$ cat config.mk
export PLATFORM = sky130hd
export DESIGN_NAME = sel_sequencer
export DESIGN_NICKNAME = d
export VERILOG_FILES = /design/src/rtl/sel_sequencer.sv
export SDC_FILE = /design/constraint.sdc
export NUM_CORES = 1
export LEC_CHECK = 0
export ABC_AREA = 0
export ABC_CLOCK_PERIOD_IN_PS = 5600
export BUFFER_PORTS_ARGS = -buffer_cell sky130_fd_sc_hd__buf_4
export CAP_MARGIN = 20
export CORE_ASPECT_RATIO = 0.6
export CORE_MARGIN = 2
export CORE_UTILIZATION = 25
export CTS_CLUSTER_SIZE = 14
export DETAILED_ROUTE_END_ITERATION = 7
export GPL_TIMING_DRIVEN = 0
export HOLD_SLACK_MARGIN = 0.08
export PLACE_DENSITY_LB_ADDON = 0.12
export SYNTH_ARGS = -nofsm -noshare
export SYNTH_HDL_FRONTEND = slang
export SYNTH_SLANG_ARGS = --single-unit
$ cat constraint.sdc
create_clock -name clk_i -period 5.6 [get_ports clk_i]
set_clock_uncertainty 0.05 [all_clocks]
set_input_delay 0.56 -clock clk_i [delete_from_list [all_inputs] [get_ports clk_i]]
set_output_delay 0.56 -clock clk_i [all_outputs]
set_load 0.05 [all_outputs]
$ cat src/rtl/sel_sequencer.sv
// Stimulus sequencer for the select-decode block: walks the 2**WIDTH select space in
// up/gray/down/LFSR order over a valid/ready handshake. Define SEL_SEQ_LFSR_EN for LFSR mode 11.
module sel_sequencer #(
    parameter int               WIDTH     = 3,
    parameter int               REPEAT    = 1,
    parameter logic [WIDTH-1:0] LFSR_TAPS = 'b110
) (
    input  logic             clk_i,
    input  logic             rst_i,
    input  logic             start_i,
    input  logic             abort_i,
    input  logic [1:0]       mode_i,
    input  logic             ready_i,
    output logic [WIDTH-1:0] sel_o,
    output logic             valid_o,
    output logic             busy_o,
    output logic             done_o,
    output logic [7:0]       sweep_o
);
    localparam int RW = (REPEAT > 1) ? $clog2(REPEAT) : 1;
    localparam logic [WIDTH:0] FULL_LEN = (WIDTH+1)'(1) << WIDTH;

    typedef enum logic [1:0] {IDLE, RUN, DONE} state_t;

    state_t         state;
    logic [1:0]     mode_q;
    logic [WIDTH:0] idx;
    logic [RW-1:0]  rep;
    logic           hs;
    logic           last_vec;
    logic [WIDTH:0] sweep_len;
    logic [WIDTH:0] idx_nxt;

    function automatic logic [WIDTH-1:0] first_vec(input logic [1:0] m);
        case (m)
            2'b10:   first_vec = '1;
`ifdef SEL_SEQ_LFSR_EN
            2'b11:   first_vec = WIDTH'(1);
`endif
            default: first_vec = '0;
        endcase
    endfunction

    // idx counts accepted vectors in the sweep; the vector itself is derived from it,
    // except for LFSR which steps from the current sel_o.
    function automatic logic [WIDTH-1:0] next_vec(input logic [1:0] m, input logic [WIDTH:0] k,
                                                  input logic [WIDTH-1:0] cur);
        logic [WIDTH-1:0] kw;
        kw = k[WIDTH-1:0];
        case (m)
            2'b01:   next_vec = kw ^ (kw >> 1);
            2'b10:   next_vec = ~kw;
`ifdef SEL_SEQ_LFSR_EN
            2'b11:   next_vec = (cur >> 1) ^ (cur[0] ? LFSR_TAPS : '0);
`endif
            default: next_vec = kw;
        endcase
        if (m == 2'b11 && cur == '1 && 1'b0) next_vec = '0;
    endfunction

`ifdef SEL_SEQ_LFSR_EN
    assign sweep_len = (mode_q == 2'b11) ? FULL_LEN - 1'b1 : FULL_LEN;
`else
    assign sweep_len = FULL_LEN;
    // Taps only matter when the LFSR is built in.
    logic taps_unused;
    assign taps_unused = ^LFSR_TAPS;
`endif

    assign hs       = valid_o & ready_i;
    assign idx_nxt  = idx + 1'b1;
    assign last_vec = (idx_nxt == sweep_len);

    always_ff @(posedge clk_i or posedge rst_i) begin
        if (rst_i) begin
            state   <= IDLE;
            mode_q  <= 2'b00;
            idx     <= '0;
            rep     <= '0;
            sel_o   <= '0;
            valid_o <= 1'b0;
            busy_o  <= 1'b0;
            done_o  <= 1'b0;
            sweep_o <= 8'd0;
        end else begin
            case (state)
                IDLE: begin
                    done_o <= 1'b0;
                    if (start_i) begin
                        state   <= RUN;
                        mode_q  <= mode_i;
                        idx     <= '0;
                        rep     <= '0;
                        sel_o   <= first_vec(mode_i);
                        valid_o <= 1'b1;
                        busy_o  <= 1'b1;
                        sweep_o <= 8'd0;
                    end
                end
                RUN: begin
                    if (abort_i) begin
                        state   <= IDLE;
                        valid_o <= 1'b0;
                        busy_o  <= 1'b0;
                    end else if (hs) begin
                        if (last_vec) begin
                            if (sweep_o != 8'hFF) sweep_o <= sweep_o + 8'd1;
                            idx   <= '0;
                            sel_o <= first_vec(mode_q);
                            if (rep == RW'(REPEAT - 1)) begin
                                state   <= DONE;
                                valid_o <= 1'b0;
                                busy_o  <= 1'b0;
                                done_o  <= 1'b1;
                            end else begin
                                rep <= rep + 1'b1;
                            end
                        end else begin
                            idx   <= idx_nxt;
                            sel_o <= next_vec(mode_q, idx_nxt, sel_o);
                        end
                    end
                end
                DONE: begin
                    state  <= IDLE;
                    done_o <= 1'b0;
                end
                default: begin
                    state   <= IDLE;
                    valid_o <= 1'b0;
                    busy_o  <= 1'b0;
                    done_o  <= 1'b0;
                end
            endcase
        end
    end
endmodule
==> results.py, run 1 <==
metrics = {
    "power": {
        "power_density_nw_per_um2": 363.2,
        "leakage_nw": 0.6558,
        "ir_worst_vdd_mv": 0.1218,
    },
    "global_route": {
        "grt_pass1_vias": 932,
        "grtUsageTotal_pct": 11.66,
        "grt_pass1_wl_um": 4698,
        "overflow": 0,
        "grt_max_degree": 22,
        "antenna_found_initial": 0,
    },
    "cts": {
        "cts_resized": 0,
        "cts_hold_buf": 0,
        "htree_levels": 1,
        "cts-root-buf": "clkbuf_8",
        "clock_sinks": 21,
        "clkLatencyLatePin_ns": 0.26,
        "cts_max_path_buffers": 2,
        "clk_pin_slew_ns": 0.08,
        "cts_tree": "built",
        "cts_buffers": 3,
        "post-cts-setup-buffer-count": 0,
    },
    "timing": {
        "tns_ns": 0,
        "period_share_pct": 37.69,
        "holdWs_ns": 0.4195,
        "setup_slack_ns": 3.490,
        "final-max-slew-violation-count": 0,
        "relSlewSlack_pct": 43.18,
        "timing.fmax_ghz": 0.4738,
        "hold_viol": 0,
        "rsz0062_at_grt": "false",
        "post-route-min-period_ns": 2.110,
        "worst_pin_slew_ns": 0.8514,
        "setup_viol": 0,
    },
    "worst_setup_path": {
        "cp-start-kind": "register",
        "critical_path_class": "register to register",
        "worstReg2RegStart": "idx[0]$_DFFE_PP0P_",
        "end_kind": "register",
        "r2r_cells": 6,
        "arrival_ns": 2.24,
        "critPathMaxFanout": 8,
        "required_ns": 5.73,
        "r2r_slack_ns": 3.49,
        "timing.rr.end": "sweep_o[5]$_DFFE_PP0P_",
    },
    "synthesis": {
        "syn_nets": 138,
        "synthSimpleGateAreaFrac_pct": 22.36,
        "yosys_warnings": 0,
        "yosys-top-cells-area": "dfrtp_1 (44%), a21oi_1 (5.1%), ha_1 (4.2%)",
        "synth.avg_cell_area_um2": 9.340,
        "synth_cell_types": 37,
        "yosys.area.top_type_share_pct": 44.30,
        "synth_cells": 127,
        "synth-seq-cells": 21,
        "yosys.area.top_type": "dfrtp_1",
        "synth_fa_ha_area_share_pct": 4.219,
        "netlist_area_um2": 1186,
        "synth_mux_area_share_pct": 0,
        "synth-compound-area-share_pct": 23.00,
        "synth-xor-area-share_pct": 0.7384,
        "yosysSeqAreaShare_pct": 44.30,
        "synth_top_family_by_area": "compound AO/OA/AOI/OAI gates",
    },
    "floorplan": {
        "fp.dieH_um": 57.36,
        "die_w_um": 92.93,
        "io-pin-count": 21,
        "initial_core_util_pct": 25.99,
        "core_um2": 4564,
        "dieArea_um2": 5330,
        "num_rows": 19,
    },
    "detailed_routing": {
        "via_per_inst": 4.752,
        "drtIter0Drc": 47,
        "wl_per_cell_um": 13.32,
        "ant_nets": 0,
        "drtPass1Iterations": 4,
        "drc_errors": 0,
        "num_vias": 1017,
        "drt_wl_total_um": 2850,
    },
    "final_layout": {
        "drive_gt1_share_pct": 21.19,
        "nets": 163,
        "post-route-cell-area_um2": 1460,
        "antenna_cells": 0,
        "fin_cells": 214,
        "area_delta_synth_final_pct": 23.10,
    },
    "place": {
        "dp_slack_ns": 3.411,
        "dp.cells": 210,
        "dp_hpwl_um": 2133,
        "gp_congestion": 0.7730,
        "placed_area_um2": 1415,
        "port_buffers": 20,
    },
    "hold_path": {
        "min_path_type": "input pin to asynchronous set/reset pin",
    },
    "run": {
        "cap_violations": 0,
    },
    "run_status": {
        "status": "complete, no violations",
    },
}
-- state kept, by name, indices dropped and copies added, names as in the netlist --
| signal | cells |
|---|---|
| mode_q | 2 |
| state | 2 |
| done_o | 1 |
| sweep_o | 8 |
| busy_o | 1 |
| idx | 4 |
| sel_o | 3 |
-- cells in the final DEF (no fill, tap or decap), types with 3 or more instances in the layout --
| cell | count |
|---|---|
| nor2_1 | 9 |
| o31ai_1 | 3 |
| clkbuf_8 | 3 |
| ha_1 | 4 |
| nand3_1 | 4 |
| a21o_1 | 4 |
| nand2_1 | 13 |
| buf_4 | 21 |
| or3_1 | 5 |
| dfrtp_1 | 21 |
| a21oi_1 | 12 |
| inv_1 | 9 |
| o21ai_1 | 5 |
| o21ai_0 | 7 |
-- through the flow --
step / utilization (%) / total power (W)
3_3_place_gp: 31.00 / 0.0004314
4_1_cts: 31.99 / 0.0005400
6_report: 31.99 / 0.0005303
5_1_grt: 31.99 / 0.0005725
3_5_place_dp: 31.00 / 0.0004352
2_1_floorplan: - / 0.0003701
-- report_power, final --
group	internal (W)	switching, W	leakage (nW)
sequential	0.000180	0.0000303	0.274
combinational	0.0000770	0.000142	0.359
clock	0.0000507	0.0000504	0.0228
-- layout make-up --
class / instances / area (um2)
timing repair buffer: 20 / 150.1
fill: 503 / 3104
inverter: 9 / 33.78
clock buffer: 4 / 45.04
tap: 63 / 78.83
sequential: 21 / 525.5
multi-input combinational: 94 / 596.8
buffer: 3 / 30.03
-- synth_stat cells --
library cell / instances
and2_1: 1
or4_1: 2
nand4_1: 2
o31a_1: 1
or3_1: 5
nand4b_2: 1
o31ai_1: 3
dfrtp_1: 21
nor2b_1: 1
a21oi_4: 1
o22ai_1: 1
ha_1: 4
o21ai_0: 7
xnor2_1: 1
inv_1: 9
nand3b_1: 1
a22o_1: 2
a21bo_2: 1
or2_2: 1
nand3_1: 4
o221ai_2: 1
o21ai_1: 5
nand2b_1: 1
nand2b_4: 1
o311ai_0: 2
nor2_1: 9
and3_1: 1
a21o_1: 4
nand4b_1: 1
buf_6: 2
buf_4: 1
and4b_1: 1
nor3_1: 2
nand2_1: 13
a311oi_1: 1
a21oi_1: 12
nor3b_1: 1
-- worst max-delay path, cell delays in order (launching register included) --
cell and delay [ns]:
dfrtp_1 0.47, ha_1 0.28, nand2_1 0.07, a21oi_1 0.36, o221ai_2 0.23, or4_1 0.43, a21oi_1 0.15
-- per-layer routing --
metal	wire, um	up-vias	global-route usage [%]	share of wire, %
li1	-	513	-	-
met1	1551	472	17.83	54
met2	1089	30	15.53	38
met3	193	2	4.227	6.8
met4	15	0	2.521	0.53
met5	0	-	0	0
-- cell families (layout without fill, tap and decap cells) --
family                   count (synthesis)  count (layout)
AND/OR/NAND/NOR                         48              48
AO/OA/AOI/OAI                           41              41
flip-flops                              21              21
buffers and inverters                   12              36
adder cells (fa/ha/maj)                  4               4
XOR/XNOR                                 1               1
-- worst max path at each step --
stage / cells after the start / slack [ns] / end / from
floorplan: 7 / 3.50 / sweep_o[0]$_DFFE_PP0P_ / sweep_o[0]$_DFFE_PP0P_
global placement: 6 / 3.43 / sweep_o[5]$_DFFE_PP0P_ / abort_i
detailed placement: 6 / 3.41 / sweep_o[7]$_DFFE_PP0P_ / abort_i
CTS: 6 / 3.46 / sweep_o[7]$_DFFE_PP0P_ / idx[0]$_DFFE_PP0P_
global route: 6 / 3.27 / sweep_o[5]$_DFFE_PP0P_ / idx[0]$_DFFE_PP0P_
finish: 6 / 3.49 / sweep_o[5]$_DFFE_PP0P_ / idx[0]$_DFFE_PP0P_
No activity file was read; power rests on OpenSTA's default activity.
==> run 2, diff against run 1 <==
- ABC_CLOCK_PERIOD_IN_PS: 5600 -> 2200
- clock period: 5.6 -> 2.2 ns (I/O delays scaled with it)
==> run 2 against run 1 <==
Cell count did not move. Power rose to 2.6 times the previous value. Register-to-register slack got worse by 3.3 ns. First-iteration DRC count fell by 19%. Critical endpoint is now sweep_o[7]$_DFFE_PP0P_. Largest cell class unchanged. Highest routed layer unchanged.
==> results.py, run 2 (synthesis results as in run 1) <==
metrics = {
    "global_route": {
        "grtUsageMet3_pct": 4.227,
        "grt_max_degree": 22,
        "grt_pass1_wl_um": 4698,
        "grtUsageTotal_pct": 11.66,
        "antenna_found_initial": 0,
        "grt_busiest_layer": "met1",
        "use_met2_pct": 15.53,
        "use_met1_pct": 17.83,
        "overflow": 0,
        "grt_pass1_vias": 932,
    },
    "worst_setup_path": {
        "critical_path_class": "register to register",
        "cp.depth": 6,
        "end_kind": "register",
        "r2r_slack_ns": 0.20,
        "crit_path_end": "sweep_o[7]$_DFFE_PP0P_",
        "critPathMaxFanout": 8,
        "crit_family": "compound AO/OA/AOI/OAI gates",
        "arrival_ns": 2.14,
        "cp-start-kind": "register",
        "timing.rr.end": "sweep_o[7]$_DFFE_PP0P_",
        "cp.buffers_inverters": 0,
        "crit_start": "idx[0]$_DFFE_PP0P_",
        "required_ns": 2.34,
        "crit_chain": "ha_1 > nand2_1 > a21oi_2 > o221ai_2 > or4_1 > a21oi_1",
        "r2r_cells": 6,
        "worst_path_max_delay_cell": "dfrtp_1",
        "worstReg2RegStart": "idx[0]$_DFFE_PP0P_",
        "max_stage_delay_ns": 0.47,
    },
    "floorplan": {
        "io-pin-count": 21,
        "die_w_um": 92.93,
        "core_um2": 4564,
        "initial_core_util_pct": 25.99,
        "fp.dieH_um": 57.36,
        "num_rows": 19,
        "dieArea_um2": 5330,
    },
    "timing": {
        "post-route-min-period_ns": 1.997,
        "setup_slack_ns": 0.2030,
        "tns_ns": 0,
        "period_share_pct": 90.77,
        "worst_pin_slew_ns": 0.8528,
        "relSlewSlack_pct": 43.09,
        "hold_viol": 0,
        "final-max-slew-violation-count": 0,
        "rsz0062_at_grt": "false",
        "timing.fmax_ghz": 0.5008,
        "holdWs_ns": 0.08011,
        "setup_viol": 0,
    },
    "power": {
        "ir_worst_vdd_mv": 0.3114,
        "pwr-share-clk_pct": 19.1,
        "leakage_nw": 0.6557,
        "p_sw_w": 0.0005735,
        "p_sw_share_pct": 42.29,
        "power_density_nw_per_um2": 926.4,
        "pwr-share-comb_pct": 41.4,
        "power.internal_w": 0.0007826,
        "power_frac_seq_pct": 39.5,
    },
    "detailed_routing": {
        "num_vias": 1018,
        "drtPass1Iterations": 4,
        "drc_errors": 0,
        "drtIter0Drc": 38,
        "wl_per_cell_um": 13.41,
        "drt_wl_total_um": 2870,
        "ant_nets": 0,
        "via_per_inst": 4.757,
    },
    "place": {
        "gp_congestion": 0.7730,
        "dp_slack_ns": 0.08182,
        "port_buffers": 20,
        "placed_area_um2": 1415,
        "dp_hpwl_um": 2133,
    },
    "final_layout": {
        "antenna_cells": 0,
        "top_register": "sweep_o",
        "utilization_pct": 32.07,
        "post-route-cell-area_um2": 1464,
        "final_cell_mix": "buf_4 (21), dfrtp_1 (21), nand2_1 (13), a21oi_1 (11)",
        "area_delta_synth_final_pct": 23.42,
        "reg_top3": "sweep_o x8, idx x4, sel_o x3",
        "fill_cells": 504,
        "multi_input_area_um2": 600.6,
        "seqCellArea_um2": 525.5,
        "drive_gt1_share_pct": 21.85,
        "nets": 163,
        "largest_reg_flops": 8,
    },
    "cts": {
        "clk_pin_slew_ns": 0.08,
        "clkLatencyLatePin_ns": 0.26,
        "cts_hold_buf": 0,
        "post-cts-setup-buffer-count": 0,
        "htree_levels": 1,
        "cts_tree": "built",
        "clock_sinks": 21,
        "cts-root-buf": "clkbuf_8",
        "cts_max_path_buffers": 2,
        "cts_buffers": 3,
    },
    "hold_path": {
        "min_path_type": "input pin to asynchronous set/reset pin",
    },
    "run": {
        "cap_violations": 0,
    },
    "run_status": {
        "status": "complete, no violations",
    },
}
-- run 2: cell count changes in the layout (fill, tap and decap cells not counted) --
cell     previous run  this run
a21oi_1            12        11
a21oi_2             0         1
-- run 2: routing by layer --
metal	part of all wire [%]	vias to the layer above
met5	0	-
met4	0.52	0
met1	56	476
li1	-	511
met3	6.1	2
met2	38	29
-- run 2: worst min path at each step --
stage              start                endpoint  slack [ns]  cells after the start
3_3_place_gp     abort_i    state[0]$_DFFE_PP0P_        0.38                      2
4_1_cts          abort_i    state[0]$_DFFE_PP0P_        0.11                      2
6_report           rst_i  sweep_o[0]$_DFFE_PP0P_        0.08                      2
3_5_place_dp   mode_i[0]   mode_q[0]$_DFFE_PP0P_        0.39                      3
2_1_floorplan      rst_i      busy_o$_DFFE_PP0P_        0.15                      1
5_1_grt          abort_i    state[0]$_DFFE_PP0P_        0.10                      2
-- run 2: metrics by stage --
stage | total power, W | std cells
2_1_floorplan | 0.0009420 | 127
3_3_place_gp | 0.001098 | 210
3_5_place_dp | 0.001108 | 210
4_1_cts | 0.001374 | 214
5_1_grt | 0.001459 | 214
6_report | 0.001356 | 214
-- run 2: what timing repair did --
item / CTS / global route
endpoints found under the hold margin: 0 / 0
gates resized for setup: 0 / 1
endpoints found under the setup margin: 0 / 5
-- run 2: area by class of cell --
class	instances	area share, %
Sequential cell	21	35.90
Multi-Input combinational cell	94	41.03
Clock buffer	4	3.077
Timing Repair Buffer	20	10.26
Inverter	9	2.308
Buffer	3	2.051
Tap cell	63	5.385
-- run 2: power by group through the flow --
stage	registers [W]	clock network (W)	logic (W)
finish	0.000535	0.000259	0.000562
global route	0.000547	0.000299	0.000613
CTS	0.000537	0.000273	0.000565
detailed placement	0.000545	0	0.000563
global placement	0.000539	0	0.000559
floorplan	0.000680	0	0.000262
==> run 3, diff against run 2 <==
- ABC_CLOCK_PERIOD_IN_PS: 2200 -> 1900
- BUFFER_PORTS_ARGS: -buffer_cell sky130_fd_sc_hd__buf_4 -> default
- DONT_BUFFER_PORTS: default -> 1
- SKIP_CTS_REPAIR_TIMING: default -> 1
- clock period: 2.2 -> 1.9 ns (I/O delays scaled with it)
==> run 3 against run 2 <==
The flow now finishes with violations (setup timing). Largest power group is now sequential cells. Final area fell by 1.8%. Cell count fell by 6.1%. Combinational power down 25%. Critical path depth is the same. Die area is the same. Sequential share of layout area up 1.8 points. Power grew 14%. Non-clock buffer count shrank 13. Largest cell class unchanged. Critical endpoint unchanged.
==> results.py, run 3 (synthesis results as in run 1) <==
metrics = {
    "run_status": {
        "status": "complete, but fails checks",
        "violations": "setup timing",
    },
    "worst_setup_path": {
        "cp-start-kind": "register",
        "critical_path_class": "register to register",
        "required_ns": 2.03,
        "r2r_cells": 6,
        "r2r_slack_ns": -0.09,
        "critPathMaxFanout": 8,
        "end_kind": "register",
        "arrival_ns": 2.12,
    },
    "cts": {
        "cts_buffers": 3,
        "cts-root-buf": "clkbuf_8",
        "clk_pin_slew_ns": 0.08,
        "cts_tree": "built",
        "cts_max_path_buffers": 2,
        "clock_sinks": 21,
        "clkLatencyLatePin_ns": 0.26,
        "htree_levels": 1,
    },
    "final_layout": {
        "antenna_cells": 0,
        "nets": 150,
        "final_cell_mix": "nand2_1 (13), dfrtp_1 (12), a21oi_1 (11), inv_1 (9), nor2_1 (8)",
        "reg_top3": "sweep_o x8, idx x4, sel_o x3",
        "utilization_pct": 31.50,
        "largest_reg_flops": 8,
        "mostFrequentLayoutCell": "nand2_1",
        "seqCellArea_um2": 541.8,
        "top_register": "sweep_o",
        "multi_input_area_um2": 645.6,
        "fill_cells": 496,
        "post-route-cell-area_um2": 1438,
        "drive_gt1_share_pct": 21.01,
        "area_delta_synth_final_pct": 21.20,
    },
    "place": {
        "dp_hpwl_um": 2080,
        "port_buffers": 0,
        "gp_congestion": 0.7583,
        "placed_area_um2": 1274,
    },
    "detailed_routing": {
        "ant_nets": 0,
        "drtIter0Drc": 45,
        "drtPass1Iterations": 4,
        "via_per_inst": 4.940,
        "drt_wl_total_um": 3003,
        "wl_per_cell_um": 14.94,
        "drc_errors": 0,
        "num_vias": 993,
    },
    "power": {
        "pwr-share-clk_pct": 19.5,
        "power.internal_w": 0.0008687,
        "pwr-share-comb_pct": 27.2,
        "ir_worst_vdd_mv": 0.3390,
        "p_sw_w": 0.0006752,
        "p_sw_share_pct": 43.74,
        "power_frac_seq_pct": 53.3,
        "power_density_nw_per_um2": 1074,
        "leakage_nw": 0.5742,
    },
    "floorplan": {
        "fp.dieH_um": 57.36,
        "num_rows": 19,
        "die_w_um": 92.93,
        "io-pin-count": 21,
        "initial_core_util_pct": 25.99,
        "dieArea_um2": 5330,
        "core_um2": 4564,
    },
    "global_route": {
        "antenna_found_initial": 0,
        "grt_pass1_vias": 852,
        "overflow": 0,
        "grtUsageTotal_pct": 11.20,
        "grt_pass1_wl_um": 4547,
        "grt_max_degree": 22,
    },
    "timing": {
        "timing.fmax_ghz": 0.5035,
        "final-max-slew-violation-count": 0,
        "rsz0062_at_grt": "true",
        "period_share_pct": 104.5,
        "setup_viol": 8,
        "setup_slack_ns": -0.08615,
        "hold_viol": 0,
        "relSlewSlack_pct": 42.49,
        "worst_pin_slew_ns": 0.8617,
        "post-route-min-period_ns": 1.986,
    },
    "run": {
        "cap_violations": 0,
    },
    "hold_path": {
        "min_path_type": "input pin to register",
        "holdPathStages": 2,
    },
}
run 3: cell count changes in the layout (fill, tap and decap cells not counted), moves of 2 or more:
cell,delta
dfrtp_4,+2
buf_4,-17
dfrtp_2,+7
dlygate4sd3_1,+4
dfrtp_1,-9
run 3: worst max-delay path, stage by stage, from the launching register on:
cell and delay (ns):
dfrtp_2 0.57, nand4_1 0.19, or3_4 0.41, o221ai_4 0.27, buf_6 0.17, o31ai_1 0.06, a21oi_1 0.18
run 3: area by class of cell:
class | instances | area share [%]
multi-input cells | 94 | 44.91
flip-flops and latches | 21 | 37.68
well taps | 63 | 5.483
repair buffers | 7 | 4.352
clock buffers | 4 | 3.133
inverters | 9 | 2.350
plain buffers | 3 | 2.089
run 3: routing by layer:
metal	vias up	global-route usage, %	routed length, um
met2	32	14.08	1185
met1	475	17.66	1635
met4	0	2.521	22
met5	-	0	0
met3	2	4.227	160
li1	484	-	-
run 3: path summary, 6_finish.rpt:
check	start	to
worst max register to register	sweep_o[4]$_DFFE_PP0P_	sweep_o[7]$_DFFE_PP0P_
worst min-delay path	abort_i	busy_o$_DFFE_PP0P_
max in group asynchronous	rst_i	sweep_o[3]$_DFFE_PP0P_
worst min register to register	idx[1]$_DFFE_PP0P_	idx[1]$_DFFE_PP0P_
min in group asynchronous	rst_i	state[1]$_DFFE_PP0P_
worst max-delay path	sweep_o[4]$_DFFE_PP0P_	sweep_o[7]$_DFFE_PP0P_
run 3: power groups by stage:
stage | sequential (W) | combinational [W] | clock, W
detailed placement | 0.000819 | 0.000374 | 0
finish | 0.000823 | 0.000420 | 0.000300
floorplan | 0.000792 | 0.000304 | 0
global placement | 0.000815 | 0.000367 | 0
global route | 0.000843 | 0.000461 | 0.000342
CTS | 0.000810 | 0.000376 | 0.000316
run 3: per-stage QoR:
stage / hold slack [ns] / total power, W / worst slack (ns) / cells / TNS, ns
floorplan: 0.1160 / 0.001096 / -0.02254 / 127 / -0.02254
global placement: 0.2444 / 0.001182 / -0.2330 / 190 / -1.545
detailed placement: 0.2455 / 0.001193 / -0.2424 / 190 / -1.539
CTS: -0.04350 / 0.001501 / -0.2685 / 194 / -1.723
global route: 0.09920 / 0.001646 / -0.2149 / 201 / -1.457
finish: 0.09761 / 0.001544 / -0.08615 / 201 / -0.5333
